===== src/rtl/svc_axi_sram_if_wr_pkg.sv =====
// Shared AXI encodings for the AXI-to-SRAM bridge halves.
// Burst types and response codes are used by both the read and write blocks.
package svc_axi_sram_if_wr_pkg;

  typedef enum logic [1:0] {
    BURST_FIXED = 2'b00,
    BURST_INCR  = 2'b01,
    BURST_WRAP  = 2'b10,
    BURST_RSVD  = 2'b11
  } burst_e;

  localparam logic [1:0] RESP_OKAY = 2'b00;

endpackage


===== src/rtl/svc_axi_sram_if_wr.sv =====
// AXI4 write slave (AW/W/B): each accepted W beat becomes one SRAM word write
// command. One burst in flight at a time; every burst is answered with OKAY.
module svc_axi_sram_if_wr
  import svc_axi_sram_if_wr_pkg::*;
#(
  parameter int AXI_ADDR_WIDTH = 20,
  parameter int AXI_DATA_WIDTH = 16,
  parameter int AXI_ID_WIDTH   = 4,
  localparam int LSB   = $clog2(AXI_DATA_WIDTH) - 3,
  localparam int SAW   = AXI_ADDR_WIDTH - LSB,
  localparam int STRBW = AXI_DATA_WIDTH / 8
) (
  input  logic                      clk,
  input  logic                      rst_n,

  input  logic                      s_axi_awvalid,
  output logic                      s_axi_awready,
  input  logic [AXI_ID_WIDTH-1:0]   s_axi_awid,
  input  logic [AXI_ADDR_WIDTH-1:0] s_axi_awaddr,
  input  logic [7:0]                s_axi_awlen,
  input  logic [2:0]                s_axi_awsize,
  input  logic [1:0]                s_axi_awburst,

  input  logic                      s_axi_wvalid,
  output logic                      s_axi_wready,
  input  logic [AXI_DATA_WIDTH-1:0] s_axi_wdata,
  input  logic [STRBW-1:0]          s_axi_wstrb,
  input  logic                      s_axi_wlast,

  output logic                      s_axi_bvalid,
  input  logic                      s_axi_bready,
  output logic [AXI_ID_WIDTH-1:0]   s_axi_bid,
  output logic [1:0]                s_axi_bresp,

  output logic                      sram_wr_cmd_valid,
  input  logic                      sram_wr_cmd_ready,
  output logic [SAW-1:0]            sram_wr_cmd_addr,
  output logic [AXI_DATA_WIDTH-1:0] sram_wr_cmd_data,
  output logic [STRBW-1:0]          sram_wr_cmd_strb
);

  typedef enum logic [1:0] {IDLE, BURST, DRAIN, RESP} state_e;

  state_e                    state;
  logic [AXI_ID_WIDTH-1:0]   id_q;
  logic [AXI_ADDR_WIDTH-1:0] cur_addr;
  logic [2:0]                size_q;
  burst_e                    burst_q;
  logic [7:0]                cnt_q;

  logic                      aw_hs;
  logic                      w_hs;
  logic                      cmd_free;
  logic [AXI_ADDR_WIDTH-1:0] beat_addr;
  logic [AXI_ADDR_WIDTH-1:0] next_addr;
  logic [2:0]                beat_size;
  burst_e                    beat_burst;
  logic [7:0]                beat_cnt;
  logic                      last_beat;

  // Burst termination is counted from awlen; wlast carries no information here.
  logic unused_wlast;
  assign unused_wlast = s_axi_wlast;

  assign aw_hs    = s_axi_awvalid && s_axi_awready;
  assign cmd_free = !sram_wr_cmd_valid || sram_wr_cmd_ready;
  assign s_axi_wready = ((state == BURST) || aw_hs) && cmd_free;
  assign w_hs     = s_axi_wvalid && s_axi_wready;

  // On the AW handshake cycle the burst context comes straight from the AW
  // channel, so a single-beat write can complete AW and W together.
  always_comb begin
    // NOTE: combinational outputs get a default on every path so no latch is inferred.
    beat_addr  = cur_addr;
    beat_size  = size_q;
    beat_burst = burst_q;
    beat_cnt   = cnt_q;
    if (aw_hs) begin
      beat_addr  = s_axi_awaddr;
      beat_size  = s_axi_awsize;
      beat_burst = burst_e'(s_axi_awburst);
      beat_cnt   = s_axi_awlen;
    end
    next_addr = (beat_burst == BURST_FIXED) ? beat_addr
                                            : beat_addr + (AXI_ADDR_WIDTH'(1) << beat_size);
    last_beat = (beat_cnt == 8'd0);
  end

  always_ff @(posedge clk or negedge rst_n) begin
    if (!rst_n) begin
      state             <= IDLE;
      s_axi_awready     <= 1'b1;
      s_axi_bvalid      <= 1'b0;
      s_axi_bid         <= '0;
      s_axi_bresp       <= RESP_OKAY;
      sram_wr_cmd_valid <= 1'b0;
      sram_wr_cmd_addr  <= '0;
      sram_wr_cmd_data  <= '0;
      sram_wr_cmd_strb  <= '0;
      id_q              <= '0;
      cur_addr          <= '0;
      size_q            <= '0;
      burst_q           <= BURST_FIXED;
      cnt_q             <= '0;
    end else begin
      // NOTE: sequential state uses non-blocking assignments so every register
      // samples pre-edge values; later assignments below override earlier ones.
      if (w_hs) begin
        sram_wr_cmd_valid <= 1'b1;
        sram_wr_cmd_addr  <= beat_addr[AXI_ADDR_WIDTH-1:LSB];
        sram_wr_cmd_data  <= s_axi_wdata;
        sram_wr_cmd_strb  <= s_axi_wstrb;
        cur_addr          <= next_addr;
        cnt_q             <= beat_cnt - 8'd1;
      end else if (sram_wr_cmd_valid && sram_wr_cmd_ready) begin
        sram_wr_cmd_valid <= 1'b0;
      end

      case (state)
        IDLE: begin
          if (aw_hs) begin
            id_q          <= s_axi_awid;
            size_q        <= s_axi_awsize;
            burst_q       <= burst_e'(s_axi_awburst);
            s_axi_awready <= 1'b0;
            if (!w_hs) begin
              cur_addr <= s_axi_awaddr;
              cnt_q    <= s_axi_awlen;
            end
            state <= (w_hs && last_beat) ? DRAIN : BURST;
          end
        end
        BURST: begin
          if (w_hs && last_beat) state <= DRAIN;
        end
        DRAIN: begin
          if (sram_wr_cmd_valid && sram_wr_cmd_ready) begin
            s_axi_bvalid <= 1'b1;
            s_axi_bid    <= id_q;
            s_axi_bresp  <= RESP_OKAY;
            state        <= RESP;
          end
        end
        RESP: begin
          if (s_axi_bready) begin
            s_axi_bvalid  <= 1'b0;
            s_axi_awready <= 1'b1;
            state         <= IDLE;
          end
        end
        default: state <= IDLE;
      endcase
    end
  end

endmodule


===== config.mk =====
export PLATFORM = sky130hd
export DESIGN_NAME = svc_axi_sram_if_wr
export DESIGN_NICKNAME = d
export VERILOG_FILES = /design/src/rtl/svc_axi_sram_if_wr_pkg.sv /design/src/rtl/svc_axi_sram_if_wr.sv
export SDC_FILE = /design/constraint.sdc
export NUM_CORES = 1
export LEC_CHECK = 0
export BUFFER_PORTS_ARGS = -buffer_cell sky130_fd_sc_hd__buf_4
export CORE_AREA = 8 8 115 117
export CTS_CLUSTER_DIAMETER = 30
export DETAILED_ROUTE_END_ITERATION = 8
export DIE_AREA = 0 0 123 125
export GPL_TIMING_DRIVEN = 0
export PLACE_DENSITY = 0.74
export SYNTH_ARGS = -nofsm -noshare
export SYNTH_HDL_FRONTEND = slang
export SYNTH_SLANG_ARGS = --single-unit

===== constraint.sdc =====
create_clock -name clk -period 6.61 [get_ports clk]
set_input_delay 0.9915 -clock clk [delete_from_list [all_inputs] [get_ports clk]]
set_output_delay 0.9915 -clock clk [all_outputs]
set_load 0.03 [all_outputs]

==> impl_metrics.yaml, run 1 <==
outcome:
  status: "complete, no violations"
worst_setup_path:
  worst-path-buf-inv: 6
  crit_family: "buffers and inverters"
  cp_slowest_cell: "buf_1"
  crit_required_ns: 6.87
  cpMostUsedCell: "buf_1"
  crit_fanout: 10
  crit_type: "in -> reg"
  crit_arrival_ns: 5.73
  crit_path_start_kind: "primary input"
  endpoint_kind: "flip-flop"
  cp_cell_sequence: "buf_4 > nand2_1 > buf_2 > buf_1 > buf_1 > clkbuf_1 > a31oi_1 > nor2_1 > ha_1 > inv_1 > fa_1 > nor2b_1 > o31a_1 > o211ai_1 > or4_4 > o21a_1 > nor3_2"
  max_stage_delay_ns: 0.64
floorplanning:
  dieArea_sq_mm: 0.0154
  ioPinCount: 109
  dieWidth_um: 123
  num_rows: 40
  initial_core_util_pct: 43.3
  core-area_sq_mm: 0.0116
  die_y_um: 125
route:
  firstDrtPassIters: 5
  route.detailed.drc: 0
  viasPerCell: 5.85
  antenna_left: 0
  totalWireLength_mm: 16.1
  drtIter0Drc: 363
  num_vias: 4947
  wire_per_inst_um: 19.0
logic_synthesis:
  yosysWarnings: 0
  ys_types: 57
  synth_seq_cells: 83
  ys.flop_type: "dfrtp_1"
  synthCells: 578
  async_reset_ff_share_pct: 100
  ys_seq_area_share_pct: 41.4
  synth_edf_count: 0
  syn_avg_cell_area_sq_um: 8.69
  syn-cell-area_sq_mm: 0.00502
global_routing:
  grt_start_max_net_pins: 84
  overflow: 0
  grt_pass1_wl_mm: 25.4
  grt_pass1_vias: 4992
  antenna_found_initial: 0
  grtUsageTotal_pct: 20.9
cts:
  cts_root_buf: "clkbuf_16"
  numCtsBuffers: 9
  clockBufferDepth: 2
  htree_levels: 3
  clk_pin_slew_worst_paths_ns: 0.06
  cts_resized: 0
  postCtsSetupRepairBufs: 0
  cts_tree: "built"
  cts.sinks: 83
  clock_latency_ns: 0.34
  hold_buffers: 0
run:
  drv_cap: 0
layout:
  final_layout_size_suffix_gt1_share_pct: 22.2
  area.sequential_sq_mm: 0.00208
  antenna_cells: 0
  final_common_cell: "nand2_1"
  final_cell_mix: "nand2_1, buf_4, dfrtp_1"
  utilization_pct: 54.2
  multi_input_area_sq_mm: 0.00274
  fillCellCount: 1074
  finalNetCount: 772
  areaGrowthSynthToFinish_pct: 25.3
timing:
  period_share_pct: 82.6
  drv_slew: 0
  tightestPinTransition_ns: 1.07
  tns_ns: 0
  hold_viol: 0
  timing.fmax_mhz: 183
  setup_viol: 0
  post-route-min-period_ns: 5.46
  slew_headroom_pct: 28.6
  rsz0062_at_grt: "no"
  worst_clock_skew_ns: 0.00388
placed_design:
  place_congestion: 0.907
  place.port_buffers: 105
  dp_hpwl_mm: 11.7
power:
  leakagePower_uw: 0.00318
  ir_worst_vdd_mv: 0.118
  p_total_uw: 1070
  power.density_mw_per_mm2: 169
hold_path:
  holdCritPathClass: "reg -> reg"
==> synth_stat cells, types with 3 or more instances <==
library cell | count | share of area [%]
nand2_1 | 118 | 8.8
dfrtp_1 | 82 | 41
nor2_1 | 42 | 3.1
o21ai_0 | 32 | 3.2
mux2i_1 | 28 | 5.6
a21oi_1 | 27 | 2.7
mux2_2 | 19 | 4.3
a31oi_1 | 17 | 2.1
clkbuf_1 | 17 | 1.3
nand3_1 | 16 | 1.6
inv_1 | 15 | 1.1
ha_1 | 14 | 3.5
o211ai_1 | 13 | 1.9
nor3_1 | 12 | 1.2
a211oi_1 | 10 | 1.5
buf_1 | 10 | 0.75
and3_1 | 9 | 1.1
o21a_1 | 8 | 1.2
and2_1 | 7 | 0.87
a21boi_0 | 5 | 0.75
nor4_1 | 5 | 0.62
a21o_1 | 4 | 0.60
nand2b_1 | 4 | 0.50
o22ai_1 | 4 | 0.50
or3_1 | 4 | 0.50
buf_2 | 3 | 0.30
o31a_1 | 3 | 0.52
o31ai_1 | 3 | 0.45
or2_2 | 3 | 0.37
xnor2_1 | 3 | 0.52
xor2_1 | 3 | 0.52
==> flip-flops by register name (all words and copies together) (netlist names), 3 cells and up <==
register / flops
sram_wr_cmd_data: 16
s_axi_bid: 4
sram_wr_cmd_addr: 19
id_q: 4
cur_addr: 20
cnt_q: 8
size_q: 3
==> worst min-delay path, delay by kind of cell, from the launching register on <==
kind,cells,cell delay (ns)
DFF,1,0.34
and+or+nand+nor,2,0.10
==> routing by layer <==
layer	GRT usage [%]	vias up	wire, um
met1	26.0	2397	6700
met4	9.43	0	401
li1	-	2298	-
met2	33.0	219	7580
met5	0	-	0
met3	5.67	33	1420
==> layout make-up <==
cell class	instances	area share, %
flip-flops and latches	83	33.0
inverters	15	0.895
multi-input cells	447	43.5
well taps	147	2.92
repair buffers	105	12.5
plain buffers	34	2.45
clock inverters	4	0.815
clock buffers	11	3.86
==> power breakdown <==
part,switching (uW),total (uW),leakage [uW],internal (uW)
Sequential,0,508,0.00116,508
Combinational,26.3,52.5,0.00188,26.2
Clock,204,505,0.000142,301
Total,230,1070,0.00318,835
==> stage by stage <==
step | cell area, sq um | worst slack, ns | cells | hold WS [ns]
floorplan | 5030 | 2.27 | 579 | 0.475
global placement | 6000 | 0.922 | 831 | 0.462
detailed placement | 6000 | 0.943 | 831 | 0.463
CTS | 6290 | 1.27 | 846 | 0.478
global route | 6290 | 0.891 | 846 | 0.498
finish | 6290 | 1.15 | 846 | 0.475
==> path summary, 6_finish.rpt <==
path | startpoint | end | slack, ns | cells after the start
max | s_axi_awvalid | cur_addr[16]$_DFF_PN0_ | 1.15 | 17
max reg2reg | s_axi_awready$_DFFE_PN1P_ | cur_addr[16]$_DFF_PN0_ | 1.49 | 16
max in group asynchronous | rst_n | sram_wr_cmd_strb[0]$_DFFE_PN0P_ | 5.07 | 1
min in group asynchronous | rst_n | s_axi_bid[2]$_DFFE_PN0P_ | 0.82 | 1
min reg2reg | sram_wr_cmd_data[14]$_DFFE_PN0P_ | sram_wr_cmd_data[14]$_DFFE_PN0P_ | 0.48 | 2
min | sram_wr_cmd_data[14]$_DFFE_PN0P_ | sram_wr_cmd_data[14]$_DFFE_PN0P_ | 0.48 | 2
==> kinds of logic after synthesis <==
kind of cell             after synthesis  synth area share (%)
AO/OA/AOI/OAI                        141                  18.2
AND/OR/NAND/NOR                      236                  21.4
buffers and inverters                 49                  4.19
XOR/XNOR                               6                  1.05
flip-flops                            83                  41.4
adder cells (fa/ha/maj)               15                  3.89
other                                  1                0.0747
multiplexers                          47                  9.84
Power figures use the tool's default switching activity.
==> run 2, diff against run 1 <==
clock period = 5.5 ns   (was 6.61 ns; I/O delays follow)
==> impl_metrics.yaml, run 2 (synthesis results as in run 1) <==
route:
  wire_per_inst_um: 19.0
  antenna_left: 0
  firstDrtPassIters: 6
  totalWireLength_mm: 16.1
  num_vias: 4959
  drtIter0Drc: 366
  route.detailed.drc: 0
  viasPerCell: 5.86
global_routing:
  overflow: 0
  grt.met3_usage_pct: 5.54
  grtUsageTotal_pct: 20.9
  grt_pass1_wl_mm: 25.5
  antenna_found_initial: 0
  grt.busiest_layer: "met2"
  globalRouteMet1Util_pct: 26.1
  grt_start_max_net_pins: 84
  grt_pass1_vias: 4988
  grt_use_met2_pct: 33.1
worst_setup_path:
  crit_required_ns: 5.70
  cp_cell_sequence: "buf_4 > nand2_1 > buf_2 > buf_1 > clkbuf_2 > clkbuf_1 > a31oi_1 > nor2_1 > ha_1 > inv_1 > fa_1 > nor2b_1 > o31a_1 > o21ai_0 > nor4_1 > xor2_1 > o21ai_0"
  max_stage_delay_ns: 0.52
  crit_fanout: 10
  crit_path_start_kind: "primary input"
  crit_type: "in -> reg"
  cpMostUsedCell: "o21ai_0"
  worst-path-buf-inv: 6
  crit_arrival_ns: 5.29
  endpoint_kind: "flip-flop"
  cp_slowest_cell: "clkbuf_1"
  crit_family: "buffers and inverters"
timing:
  setup_viol: 0
  slew_headroom_pct: 28.5
  timing.fmax_mhz: 196
  tightestPinTransition_ns: 1.07
  worst_clock_skew_ns: 0.00404
  rsz0062_at_grt: "no"
  hold_ws_ns: 0.476
  setup_slack_ns: 0.409
  hold_viol: 0
  drv_slew: 0
  post-route-min-period_ns: 5.09
  period_share_pct: 92.6
layout:
  areaGrowthSynthToFinish_pct: 25.3
  final_common_cell: "nand2_1"
  final_cell_mix: "nand2_1, buf_4, dfrtp_1"
  finalNetCount: 772
  top_regs: "cur_addr (20), sram_wr_cmd_addr (19), sram_wr_cmd_data (16)"
  largest_register_ffs: 20
  fin_area_sq_mm: 0.00629
  antenna_cells: 0
  utilization_pct: 54.2
  regMostFlops: "cur_addr"
  final_layout_size_suffix_gt1_share_pct: 22.3
  fillCellCount: 1076
placed_design:
  place.port_buffers: 105
  place_congestion: 0.907
  dpl_worst_slack_ns: -0.000890
  placed_cell_area_sq_mm: 0.00600
  dp_hpwl_mm: 11.7
power:
  power.density_mw_per_mm2: 203
  p_total_uw: 1280
  leakagePower_uw: 0.00318
  ir_worst_vdd_mv: 0.142
floorplanning:
  dieArea_sq_mm: 0.0154
  die_y_um: 125
  num_rows: 40
  initial_core_util_pct: 43.3
  core-area_sq_mm: 0.0116
  ioPinCount: 109
  dieWidth_um: 123
hold_path:
  holdCritPathClass: "reg -> reg"
cts:
  cts_root_buf: "clkbuf_16"
  numCtsBuffers: 9
  clockBufferDepth: 2
  cts_tree: "built"
  clock_latency_ns: 0.34
  postCtsSetupRepairBufs: 0
  clk_pin_slew_worst_paths_ns: 0.06
  cts.sinks: 83
  htree_levels: 3
outcome:
  status: "complete, no violations"
run:
  drv_cap: 0
-- run 2: power by group --
part | switching (uW) | internal [uW]
Sequential | 0 | 611
Clock | 245 | 362
Combinational | 31.6 | 31.5
-- run 2: layout make-up --
class / instances / area, sq um / area share [%]
plain buffers: 34 / 155 / 2.47
inverters: 15 / 56.3 / 0.895
well taps: 147 / 184 / 2.92
clock buffers: 11 / 243 / 3.86
multi-input cells: 447 / 2740 / 43.5
flip-flops and latches: 83 / 2080 / 33.0
repair buffers: 105 / 788 / 12.5
clock inverters: 4 / 51.3 / 0.815
-- run 2: worst reg2reg max path, stage by stage, from the launching register on --
cell and delay, ns:
dfstp_2 0.43, nand2_1 0.12, buf_2 0.27, buf_1 0.50, clkbuf_2 0.43, clkbuf_1 0.53, a31oi_1 0.20, nor2_1 0.17
ha_1 0.22, inv_1 0.06, fa_1 0.40, nor2b_1 0.16, o31a_1 0.25, o21ai_0 0.32, nor4_1 0.42, xor2_1 0.19
o21ai_0 0.09
-- run 2: worst paths after layout --
| check | to | start | depth (start not counted) | slack, ns |
|---|---|---|---|---|
| worst min-delay path | sram_wr_cmd_data[14]$_DFFE_PN0P_ | sram_wr_cmd_data[14]$_DFFE_PN0P_ | 2 | 0.48 |
| worst min register to register | sram_wr_cmd_data[14]$_DFFE_PN0P_ | sram_wr_cmd_data[14]$_DFFE_PN0P_ | 2 | 0.48 |
| min in group asynchronous | s_axi_bid[2]$_DFFE_PN0P_ | rst_n | 1 | 0.66 |
| worst max-delay path | cur_addr[18]$_DFF_PN0_ | s_axi_awvalid | 17 | 0.41 |
| worst max register to register | cur_addr[18]$_DFF_PN0_ | s_axi_awready$_DFFE_PN1P_ | 16 | 0.59 |
| max in group asynchronous | cur_addr[15]$_DFF_PN0_ | rst_n | 1 | 4.12 |
-- run 2: metal layers --
layer  wire length (um)  up-vias  share of wire [%]
met3               1470       39                9.1
met2               7530      236                 47
met1               6670     2390                 41
met5                  0        -                  0
met4                443        0                2.7
li1                   -     2294                  -
-- run 2: what timing repair did --
item | in CTS | in global routing
endpoints found under the setup margin | 0 | 3
resized for setup | 0 | 1
hold buffers | 0 | 0
-- run 2: stage by stage --
| stage | TNS (ns) | instances |
|---|---|---|
| global placement | -0.0316 | 831 |
| global route | 0 | 846 |
| detailed placement | -0.000890 | 831 |
| floorplan | 0 | 579 |
| CTS | 0 | 846 |
| finish | 0 | 846 |
==> run 3, diff against run 2 <==
CORE_AREA = 8 8 129 131   (was 8 8 115 117)
DIE_AREA = 0 0 137 139   (was 0 0 123 125)
PLACE_DENSITY = 0.62   (was 0.74)
==> impl_metrics.yaml, run 3 (synthesis results as in run 1) <==
outcome:
  status: "complete, no violations"
floorplanning:
  dieArea_sq_mm: 0.0190
  dieWidth_um: 137
  core-area_sq_mm: 0.0148
  initial_core_util_pct: 34.0
  die_y_um: 139
  num_rows: 45
  ioPinCount: 109
route:
  wire_per_inst_um: 19.1
  antenna_left: 0
  drtIter0Drc: 470
  num_vias: 4917
  firstDrtPassIters: 6
  route.detailed.drc: 0
  viasPerCell: 5.54
  totalWireLength_mm: 16.9
layout:
  finalNetCount: 772
  top_regs: "cur_addr (20), sram_wr_cmd_addr (19), sram_wr_cmd_data (16)"
  final_cell_mix: "nand2_1, buf_4, dfrtp_1"
  fin_area_sq_mm: 0.00639
  final_common_cell: "nand2_1"
  regMostFlops: "cur_addr"
  fillCellCount: 1512
  antenna_cells: 0
  instances_no_fill: 888
  largest_register_ffs: 20
  final_layout_size_suffix_gt1_share_pct: 22.4
  areaGrowthSynthToFinish_pct: 27.3
timing:
  setup_slack_ns: 0.395
  slew_headroom_pct: 27.0
  period_share_pct: 92.8
  rsz0062_at_grt: "no"
  worst_clock_skew_ns: 0.0120
  post-route-min-period_ns: 5.11
  hold_viol: 0
  timing.fmax_mhz: 196
  tightestPinTransition_ns: 1.10
  tns_ns: 0
  drv_slew: 0
  setup_viol: 0
cts:
  cts_tree: "built"
  numCtsBuffers: 9
  hold_buffers: 0
  cts_root_buf: "clkbuf_16"
  clockBufferDepth: 2
  clock_latency_ns: 0.35
  htree_levels: 3
  clk_pin_slew_worst_paths_ns: 0.06
  cts.sinks: 83
worst_setup_path:
  crit_type: "in -> reg"
  crit_start: "s_axi_awvalid"
  crit_arrival_ns: 5.38
  endpoint_kind: "flip-flop"
  reg2reg_from: "s_axi_awready$_DFFE_PN1P_"
  crit_required_ns: 5.78
  crit_path_start_kind: "primary input"
  crit_fanout: 10
power:
  ir_worst_vdd_mv: 0.148
  p_total_uw: 1380
  power.density_mw_per_mm2: 216
  leakagePower_uw: 0.00321
placed_design:
  dp_hpwl_mm: 12.4
  place_congestion: 0.888
  place.port_buffers: 105
  placed_cell_area_sq_mm: 0.00605
  dpl_worst_slack_ns: -0.166
  post-place-cells: 872
global_routing:
  grtUsageTotal_pct: 18.0
  grt_start_max_net_pins: 84
  overflow: 0
  grt_pass1_vias: 4907
  antenna_found_initial: 0
  grt_pass1_wl_mm: 26.8
hold_path:
  min-delay-start: "sram_wr_cmd_data[6]$_DFFE_PN0P_"
  holdCritPathClass: "reg -> reg"
run:
  drv_cap: 0
## run 3: cell count changes in the layout (fill, tap and decap cells not counted)
cell        before  now
inv_6            0    1
clkbuf_8         1    0
clkinvlp_4       1    0
bufinv_16        1    3
## run 3: final timing paths
kind	endpoint	slack (ns)	cells after the start
min reg2reg	sram_wr_cmd_data[6]$_DFFE_PN0P_	0.47	2
max in group asynchronous	sram_wr_cmd_addr[12]$_DFFE_PN0P_	4.11	1
max	cur_addr[16]$_DFF_PN0_	0.39	17
min in group asynchronous	s_axi_bid[0]$_DFFE_PN0P_	0.67	1
max reg2reg	cur_addr[16]$_DFF_PN0_	0.56	16
min	sram_wr_cmd_data[6]$_DFFE_PN0P_	0.47	2
## run 3: final cells by class
type / count / area [sq um] / share of cell area, %
inverters: 15 / 56.3 / 0.881
well taps: 188 / 235 / 3.68
plain buffers: 34 / 155 / 2.43
repair buffers: 105 / 788 / 12.3
clock inverters: 6 / 113 / 1.76
flip-flops and latches: 83 / 2080 / 32.5
multi-input cells: 447 / 2740 / 42.8
clock buffers: 10 / 229 / 3.58
## run 3: what timing repair did
| action | CTS | global route |
|---|---|---|
| hold endpoints to repair | 0 | 0 |
| setup endpoints to repair | 0 | 6 |
| resized for setup | 0 | 1 |
| buffers inserted | 0 | 0 |
## run 3: stage by stage
step	util, %	hold WS (ns)
CTS	43.3	0.481
floorplan	-	0.475
detailed placement	41.0	0.464
global placement	41.0	0.463
finish	43.3	0.474
global route	43.3	0.505
## run 3: power breakdown
part | internal (uW) | leakage, uW | switching [uW]
Combinational | 31.5 | 0.00188 | 32.2
Sequential | 610 | 0.00116 | 0
Clock | 446 | 0.000167 | 262
## run 3: routing by layer
| metal | part of all wire, % | global-route usage [%] |
|---|---|---|
| met5 | 0 | 0 |
| met3 | 6.9 | 4.06 |
| met4 | 2.3 | 6.92 |
| met2 | 47 | 28.2 |
| met1 | 43 | 23.3 |
## run 3: critical path, cell delays in order
cell and delay, ns:
buf_4 0.14, nand2_1 0.09, buf_2 0.24, buf_1 0.48
clkbuf_2 0.42, clkbuf_1 0.52, a31oi_1 0.21, nor2_1 0.19
ha_1 0.23, inv_1 0.07, fa_1 0.40, nor2b_1 0.19
o31a_1 0.27, o211ai_1 0.31, or4_4 0.51, o21a_1 0.13
nor3_2 0.15
